File: config.mk
export PLATFORM = sky130hd
export DESIGN_NAME = fp_cmp_arbiter
export DESIGN_NICKNAME = d
export VERILOG_FILES = /design/src/rtl/fp_cmp_arbiter.sv
export SDC_FILE = /design/constraint.sdc
export NUM_CORES = 1
export LEC_CHECK = 0
export ABC_AREA = 1
export CAP_MARGIN = 20
export CORE_AREA = 5 5 138 140
export DETAILED_ROUTE_END_ITERATION = 7
export DIE_AREA = 0 0 143 145
export PLACE_DENSITY = 0.73
export SLEW_MARGIN = 40
export SYNTH_ARGS = -nofsm -noshare
export SYNTH_HDL_FRONTEND = slang
export SYNTH_SLANG_ARGS = --single-unit
File: constraint.sdc
create_clock -name clk -period 1.37 [get_ports clk]
set_input_delay 0.274 -clock clk [delete_from_list [all_inputs] [get_ports clk]]
set_output_delay 0.274 -clock clk [all_outputs]
set_load 0.02 [all_outputs]
File: src/rtl/fp_cmp_arbiter.sv
// fp_cmp_arbiter: shares one pipelined floating-point greater_than comparator
// among NREQ slab-test requesters. One operand pair is granted per cycle, a
// tag pipeline follows each pair through the comparator latency, and each
// result is returned to the requester that issued it.
//
// Build option: FP_CMP_ARB_RR_EN selects round-robin arbitration; when it is
// undefined, arbitration is fixed priority (lowest index wins) and the
// round-robin pointer does not exist.
//
// Parameters: NREQ (2..8) requesters, WIDTH operand MSB index (operands are
// WIDTH+1 bits), CMP_LAT comparator latency in edges (>= 1).
//
// Ports:
//   clk, rst             clock, asynchronous active-low reset
//   req_valid/req_ready  per-requester handshake; req_ready is a
//                        combinational one-hot grant
//   req_a, req_b         flattened operands, requester i in slice i
//   hold                 blocks new grants while high
//   cmp_inA, cmp_inB     registered operands to the comparator
//   cmp_greater          comparator result
//   rsp_valid            one-hot single-cycle result strobe
//   rsp_greater, rsp_id  result and requester index, valid with rsp_valid
//   idle                 no grant pending, nothing in flight
module fp_cmp_arbiter #(
  parameter int unsigned NREQ    = 4,
  parameter int unsigned WIDTH   = 33,
  parameter int unsigned CMP_LAT = 3
) (
  input  logic                       clk,
  input  logic                       rst,
  input  logic [NREQ-1:0]            req_valid,
  input  logic [NREQ*(WIDTH+1)-1:0]  req_a,
  input  logic [NREQ*(WIDTH+1)-1:0]  req_b,
  output logic [NREQ-1:0]            req_ready,
  input  logic                       hold,
  output logic [WIDTH:0]             cmp_inA,
  output logic [WIDTH:0]             cmp_inB,
  input  logic                       cmp_greater,
  output logic [NREQ-1:0]            rsp_valid,
  output logic                       rsp_greater,
  output logic [2:0]                 rsp_id,
  output logic                       idle
);

  localparam int unsigned OPW = WIDTH + 1;
  localparam int unsigned IDW = 3;

  logic [NREQ-1:0]             ready_c;
  logic [IDW-1:0]              gnt_id;
  logic                        found;
  logic                        accept;
  logic [OPW-1:0]              gnt_a;
  logic [OPW-1:0]              gnt_b;
  logic [CMP_LAT:0]            tag_v;
  logic [CMP_LAT:0][IDW-1:0]   tag_id;

`ifdef FP_CMP_ARB_RR_EN
  logic [IDW-1:0] ptr;
`endif

  // Grant: first pass covers indices at or above ptr, second pass wraps to
  // the lowest valid index. Without round robin only the second pass exists.
  always_comb begin
    ready_c = '0;
    gnt_id  = '0;
    found   = 1'b0;
    if (rst && !hold) begin
`ifdef FP_CMP_ARB_RR_EN
      for (int unsigned i = 0; i < NREQ; i++) begin
        if (!found && req_valid[i] && (IDW'(i) >= ptr)) begin
          found      = 1'b1;
          gnt_id     = IDW'(i);
          ready_c[i] = 1'b1;
        end
      end
`endif
      for (int unsigned i = 0; i < NREQ; i++) begin
        if (!found && req_valid[i]) begin
          found      = 1'b1;
          gnt_id     = IDW'(i);
          ready_c[i] = 1'b1;
        end
      end
    end
  end

  // Operand mux driven by the one-hot grant.
  always_comb begin
    gnt_a = '0;
    gnt_b = '0;
    for (int unsigned i = 0; i < NREQ; i++) begin
      if (ready_c[i]) begin
        gnt_a = req_a[i*OPW +: OPW];
        gnt_b = req_b[i*OPW +: OPW];
      end
    end
  end

  assign req_ready = ready_c;
  assign accept    = |(req_valid & ready_c);

`ifdef FP_CMP_ARB_RR_EN
  // Round-robin pointer: one past the last accepted requester.
  always_ff @(posedge clk or negedge rst) begin
    if (!rst) begin
      ptr <= '0;
    end else if (accept) begin
      ptr <= (gnt_id == IDW'(NREQ - 1)) ? '0 : gnt_id + IDW'(1);
    end
  end
`endif

  // Operand register, tag pipeline and response register.
  always_ff @(posedge clk or negedge rst) begin
    if (!rst) begin
      cmp_inA     <= '0;
      cmp_inB     <= '0;
      tag_v       <= '0;
      tag_id      <= '0;
      rsp_valid   <= '0;
      rsp_greater <= 1'b0;
      rsp_id      <= '0;
    end else begin
      if (accept) begin
        cmp_inA <= gnt_a;
        cmp_inB <= gnt_b;
      end
      tag_v  <= {tag_v[CMP_LAT-1:0], accept};
      tag_id <= {tag_id[CMP_LAT-1:0], gnt_id};
      if (tag_v[CMP_LAT]) begin
        rsp_valid   <= NREQ'(1) << tag_id[CMP_LAT];
        rsp_greater <= cmp_greater;
        rsp_id      <= tag_id[CMP_LAT];
      end else begin
        rsp_valid <= '0;
      end
    end
  end

  assign idle = ~|tag_v & ~accept & ~|rsp_valid;

endmodule

==> results of run 1 <==
==> cell usage in the layout (no fill, tap or decap), drive strengths merged <==
cell             n
bufbuf           1
nor3            70
clkdlybuf4s15   23
o21ai            2
buf             50
diode            1
inv             84
dfrtp           87
nand3          205
nor2            81
dlygate4sd2     47
clkinv           2
clkbuf          15
conb             1
clkdlybuf4s50  273
nand2          221
==> stage by stage <==
step | cells | setup TNS [ps]
final | 1392 | -156
after floorplan | 805 | -65.0
after CTS | 1391 | -183
after global placement | 1369 | -61760
after global routing | 1392 | -238
after detailed placement | 1369 | -63990
==> where the power goes <==
| part | internal (W) | switching, W | leakage (nW) |
|---|---|---|---|
| logic | 0.00142 | 0.00140 | 3.45 |
| registers | 0.00293 | 0.000208 | 1.10 |
| clock network | 0.00129 | 0.00119 | 0.146 |
==> timing repair <==
action | CTS | global route
cloned | 1 | 0
buffers inserted | 5 | 0
endpoints found under the setup margin | 150 | 122
resized for setup | 124 | 41
pin swaps | 7 | 7
==> area by class of cell <==
| class | instances | area (µm²) |
|---|---|---|
| flip-flops and latches | 87 | 2180 |
| repair buffers | 400 | 3950 |
| fillers | 1727 | 8110 |
| well taps | 229 | 287 |
| clock buffers | 9 | 225 |
| inverters | 79 | 297 |
| multi-input cells | 580 | 2610 |
| diodes | 1 | 2.50 |
| clock inverters | 7 | 68.8 |
==> flip-flops by register name, summed over array words and instances, names as in the netlist <==
register,count
cmp_inA,34
cmp_inB,34
rsp_greater,1
rsp_id,2
rsp_valid,4
tag_id,8
tag_v,4
==> worst reg2reg max path, delay by kind of cell, from the launching register on <==
family / cells / cell delay (ps)
buffers and inverters: 2 / 250
AND/OR/NAND/NOR: 2 / 120
flip-flops: 1 / 380
==> how the worst max path moves through the flow <==
stage	start	end	slack (ps)	depth (start not counted)
global placement	req_valid[1]	idle	-840	7
finish	rsp_valid[3]	idle	-160	6
floorplan	req_valid[0]	idle	-70	7
global route	tag_v[0]	idle	-240	6
detailed placement	req_valid[1]	idle	-820	7
CTS	tag_v[0]	idle	-180	6
==> metal layers <==
metal / wire length [µm] / part of all wire, %
met3: 1750 / 7.4
met1: 9290 / 40
met4: 546 / 2.3
met5: 0 / 0
met2: 11900 / 51
==> cells by family after synthesis <==
kind of cell           count (synthesis)  share of synthesized area [%]
flip-flops                            87                           40.6
AND/OR/NAND/NOR                      577                           47.0
buffers and inverters                138                           12.0
other                                  1                         0.0700
AO/OA/AOI/OAI                          2                          0.397
==> metrics.md, run 1 <==
| Metric | Value |
|---|---|
| Reg2reg start | `tag_v[3]` |
| CP Class | `reg2out` |
| Die area | `20700 µm²` |
| Largest net degree at the start of global routing | `73` |
| Unrepaired setup endpoints after global routing | `true` |
| GR Util met1 | `approximately 27%` |
| Status | `complete, but fails checks` |
| Hold crit path type | `in2async` |
| Post-DP HPWL | `roughly 18 mm` |
| DRT Pass-1 Iters | `4` |
| Initial DRC count | `361` |
| Buf+Inv Stages, Crit Path | `2` |
| Count leader, synth | `nand2_1` |
| Met3 Use GR | `4.74%` |
| Initial antenna violation count | `1` |
| Post-DR wirelength/cell | `approximately 17 µm` |
| Crit path DAT | `1250 ps` |
| Vias in the first global route | `about 6400` |
| CP max stage delay | `380 ps` |
| Core Footprint | `17700 µm²` |
| Post-synthesis sequential area ratio | `40.6%` |
| Peak VDD IR | `between 600 and 700 µV` |
| Total CTS buffers | `9` |
| Worst Setup End Kind | `output port` |
| Yosys top cell by area | `dfrtp_1` |
| Cell Area, Placed | `slightly above 9000 µm²` |
| PnR worst setup slack | `-156 ps` |
| Lkg Pwr | `about 4.7 nW` |
| Flop and latch count out of synthesis | `87` |
| Hold buffers post-CTS | `0` |
| Post-Layout Inst Area | `approximately 9600 µm²` |
| Routed WL | `23.5 mm` |
| Clk buf depth | `2` |
| Root buffer cell | `clkbuf_16` |
| Gpl congestion | `around 0.88` |
| Total power | `around 0.0084 W` |
| Max-cap violation count | `0` |
| Nets | `around 1400` |
| Area grow syn2layout | `79.3%` |
| Global route total overflow | `0` |
| CTS tree | `yes` |
| Post-synth EDFFs | `0` |
| RR Endpoint | `rsp_id[1]` |
| Setup crit start kind | `flop` |
| # IOs | `between 300 and 400` |
| Met2 Use GR | `a little under two fifths` |
| Share of cells above drive strength 1 | `under 10%` |
| First-pass GRT wire length | `about 36 mm` |
| Final Util | `a little over half` |
| Relative slew slack | `64.5%` |
| PwrDens | `between 800 and 900 nW/µm²` |
| Remaining DRCs | `0` |
| Final worst-path cycle share | `111%` |
| Synth top area cells | `dfrtp_1 (41%), nand3_1 (19%), nand2_1 (15%)` |
| Chip width | `between 100 and 150 µm` |
| Port Buffers | `359` |
| Via count | `around 6600` |
| Top post-synthesis cells by count | `nand2_1 (221), nand3_1 (205), dfrtp_1 (87)` |
| Die Y | `around 150 µm` |
| GRT Util Overall | `21.8%` |
| Netlist cell types | `15` |
| Ys async rst share | `100%` |
| Starting Density | `a little under a third` |
| Final hold vios | `0` |
| Clock transition at the registers of the reported paths | `around 70 ps` |
| Violated checks | `negative setup slack` |
| Worst-margin pin slew | `roughly 530 ps` |
| Mapped Avg Cell Area | `~6.7 µm²` |
| Final-report max-slew violation count | `0` |
| FF-to-FF setup slack | `between 500 and 600 ps` |
| Cells after Synth | `about 800` |
| Worst path cell trace | `nor2_1, nand2_1, nor2_2, nand2_2, inv_2, buf_6` |
| Syn_nets | `1085` |
| CP delay by family, top | `flip-flops` |
| Post-synth top area share | `between 40% and 50%` |
| CTS H-tree depth | `3` |
| # clock sinks | `just under 90` |
| Worst r2r path cells | `4` |
| Gr busiest metal | `met2` |
| Cell Rows | `slightly below 50` |
| Clock period minus worst slack | `about 1500 ps` |
| Skew-Pair Late Insertion Delay | `340 ps` |
| WP data required | `between 1000 and 1500 ps` |
| Via density | `between 4 and 5` |
| Fmax | `655 MHz` |
| Yosys warning total | `0` |
| CP max FO | `2` |
| Final setup violation count | `1` |
| Post-DRT Antenna Nets | `0` |
| Layout Skew | `about 2.1 ps` |
| Slowest-stage cell, CP | `dfrtp_1` |
| Top FF cell, synth | `dfrtp_1` |
| Minimum hold slack | `145 ps` |
| Pre-CTS setup slack | `-817 ps` |
| Post-Syn Area | `around 5400 µm²` |
Note: power is estimated with default switching activity, not from simulation.
==> run 2, diff against run 1 <==
CORE_AREA = 3 3 140 142   (was 5 5 138 140)
PLACE_DENSITY = 0.7   (was 0.73)
==> run 2 against run 1 <==
  * The flow still finishes with violations (negative setup slack)
  * Clock power decreased by 3%
  * Power decreased by 1.0%
  * Sequential share of layout area decreased by 0.34 points
  * Utilization decreased by 1.7 points
  * Sequential power about the same
==> metrics.md, run 2 (synthesized netlist as in run 1, its figures left out) <==
| Metric | Value |
|---|---|
| Peak VDD IR | `620 µV (-3.4%)` |
| Worst Setup End Kind | `output port` |
| Via count | `6537 (-0.74%)` |
| Area of the multi-input gates | `2600 µm² (-0.34%)` |
| Global route total overflow | `0 (unchanged)` |
| PwrDens | `855 nW/µm² (-2.5%)` |
| CTS tree | `yes` |
| # clock sinks | `87 (unchanged)` |
| Filler cell count | `1815 (+5.1%)` |
| Total power | `0.00834 W (-1.0%)` |
| Status | `complete, but fails checks` |
| Post-DRT Antenna Nets | `0 (unchanged)` |
| Crit path DAT | `1230 ps (-20 ps)` |
| Routed WL | `22.5 mm (-4.2%)` |
| Skew-Pair Late Insertion Delay | `340 ps (about the same)` |
| DRT Pass-1 Iters | `5 (+1)` |
| CTS H-tree depth | `3 (unchanged)` |
| Worst path cell trace | `nor2_1, nand2_1, nor2_1, nand2_2, inv_2, buf_6` |
| Buf+Inv Stages, Crit Path | `2 (unchanged)` |
| Vias in the first global route | `6139 (-3.4%)` |
| GRT Util Overall | `20.9% (-0.88 points)` |
| Die Y | `145 µm (unchanged)` |
| # IOs | `361 (unchanged)` |
| CP max FO | `2 (unchanged)` |
| Remaining DRCs | `0 (unchanged)` |
| Initial antenna violation count | `1 (unchanged)` |
| Chip width | `143 µm (unchanged)` |
| Max-cap violation count | `0 (unchanged)` |
| GR Util met1 | `25.6% (-1.2 points)` |
| Largest net degree at the start of global routing | `88 (+21%)` |
| Relative slew slack | `62.7% (-1.7 points)` |
| WP data required | `1100 ps (about the same)` |
| Port Buffers | `359 (unchanged)` |
| Reg2reg start | `tag_v[3]` |
| First-pass GRT wire length | `33.9 mm (-4.6%)` |
| Core Footprint | `18600 µm² (+4.9%)` |
| Hold buffers post-CTS | `0 (unchanged)` |
| Clock transition at the registers of the reported paths | `70 ps (about the same)` |
| Pre-CTS setup slack | `-788 ps (+28.5 ps)` |
| CP max stage delay | `390 ps (about the same)` |
| Final worst-path cycle share | `109% (-1.9 points)` |
| Nets | `1446 (+0.63%)` |
| Met3 Use GR | `4.94% (+0.21 points)` |
| Slowest-stage cell, CP | `dfrtp_1` |
| Final hold vios | `0 (unchanged)` |
| Setup TNS | `-130 ps (+26.4 ps)` |
| Share of cells above drive strength 1 | `8.21% (+0.46 points)` |
| Post-DR wirelength/cell | `16.0 µm (-5.0%)` |
| Top cell by count, worst path | `nor2_1` |
| Clock period minus worst slack | `1500 ps (-26.4 ps)` |
| Setup crit start kind | `flop` |
| CP Class | `reg2out` |
| Total CTS buffers | `9 (unchanged)` |
| Most frequent cells in the layout | `clkdlybuf4s50_1 (273), nand2_1 (216), nand3_1 (204)` |
| Unrepaired setup endpoints after global routing | `true` |
| Via density | `4.65 (-1.7%)` |
| Area grow syn2layout | `82.0%` |
| Hold crit path type | `in2async` |
| Gpl congestion | `0.841 (-3.9%)` |
| Register area | `2180 µm² (unchanged)` |
| Lkg Pwr | `4.77 nW (+1.6%)` |
| Root buffer cell | `clkbuf_16` |
| Worst-margin pin slew | `559 ps (+26.2 ps)` |
| Starting Density | `28.8% (-1.4 points)` |
| Gr busiest metal | `met2` |
| CP startpoint | `rsp_valid[2]` |
| Final-report max-slew violation count | `0 (unchanged)` |
| Commonest non-fill, non-tap cell in the layout | `clkdlybuf4s50_1` |
| Met2 Use GR | `36.0% (-2.2 points)` |
| CP delay by family, top | `flip-flops` |
| Cell Rows | `50 (+2.0%)` |
| Final setup violation count | `1 (unchanged)` |
| Largest regs | `cmp_inA (34), cmp_inB (34), tag_id (8)` |
| Clk buf depth | `2 (unchanged)` |
| Fmax | `667 MHz (+1.8%)` |
| Violated checks | `negative setup slack` |
| Initial DRC count | `350 (-3.0%)` |
| PnR worst setup slack | `-130 ps (+26.4 ps)` |
| Die area | `20700 µm² (unchanged)` |
| Post-DP HPWL | `16.8 mm (-5.6%)` |
| Layout Skew | `6.93 ps (+4.84 ps)` |
run 2: cell count changes in the layout (fill, tap and decap cells not counted), moves of 2 or more:
| cell | delta |
|---|---|
| clkdlybuf4s15_1 | -2 |
| buf_12 | +10 |
| nand2_2 | +2 |
| dlygate4sd2_1 | +3 |
| nor2_2 | -2 |
| inv_8 | -3 |
run 2: repair_timing:
action / in CTS / in global routing
setup endpoints to repair: 151 / 64
setup buffers: 7 / 1
endpoints found under the hold margin: 0 / 0
gates resized for setup: 118 / 35
pin swaps: 10 / 6
gates cloned: 1 / 0
run 2: power by group:
part	leakage (nW)	switching (W)	internal [W]
clock	0.136	0.00111	0.00129
combinational	3.54	0.00138	0.00143
sequential	1.10	0.000192	0.00293
run 2: layout make-up:
cell class | count | share of cell area (%)
timing repair buffer | 409 | 42.1
inverter | 79 | 3.04
antenna | 1 | 0.0256
sequential | 87 | 22.3
tap | 234 | 3.00
multi-input combinational | 580 | 26.6
clock inverter | 5 | 0.436
clock buffer | 10 | 2.45
run 2: final timing paths:
kind / end / slack (ps) / cells after the start
max in group asynchronous: rsp_valid[1] / 830 / 3
worst max register to register: rsp_valid[2] / 560 / 3
min in group clk: tag_id[7] / 350 / 0
worst min-delay path: cmp_inB[0] / 60 / 3
worst max-delay path: idle / -130 / 6
worst min register to register: tag_id[7] / 350 / 0
run 2: tightest hold or removal path, delay by kind of cell:
kind / cells / cell delay, ps
buffers and inverters: 3 / 540
run 2: routing by layer:
| metal | vias up | share of wire [%] |
|---|---|---|
| met5 | - | 0 |
| met4 | 0 | 2.0 |
| met3 | 29 | 7.1 |
| met2 | 255 | 51 |
| met1 | 2960 | 40 |
| li1 | 3293 | - |
run 2: through the flow:
| stage | cell area, µm² | instances | hold slack [ps] | utilization, % |
|---|---|---|---|---|
| global route | 9760 | 1405 | 158 | 52.5 |
| finish | 9760 | 1405 | 55.9 | 52.5 |
| floorplan | 5370 | 805 | -21.6 | - |
| detailed placement | 9420 | 1382 | 336 | 50.7 |
| CTS | 9770 | 1404 | 135 | 52.6 |
| global placement | 9420 | 1382 | 331 | 50.7 |
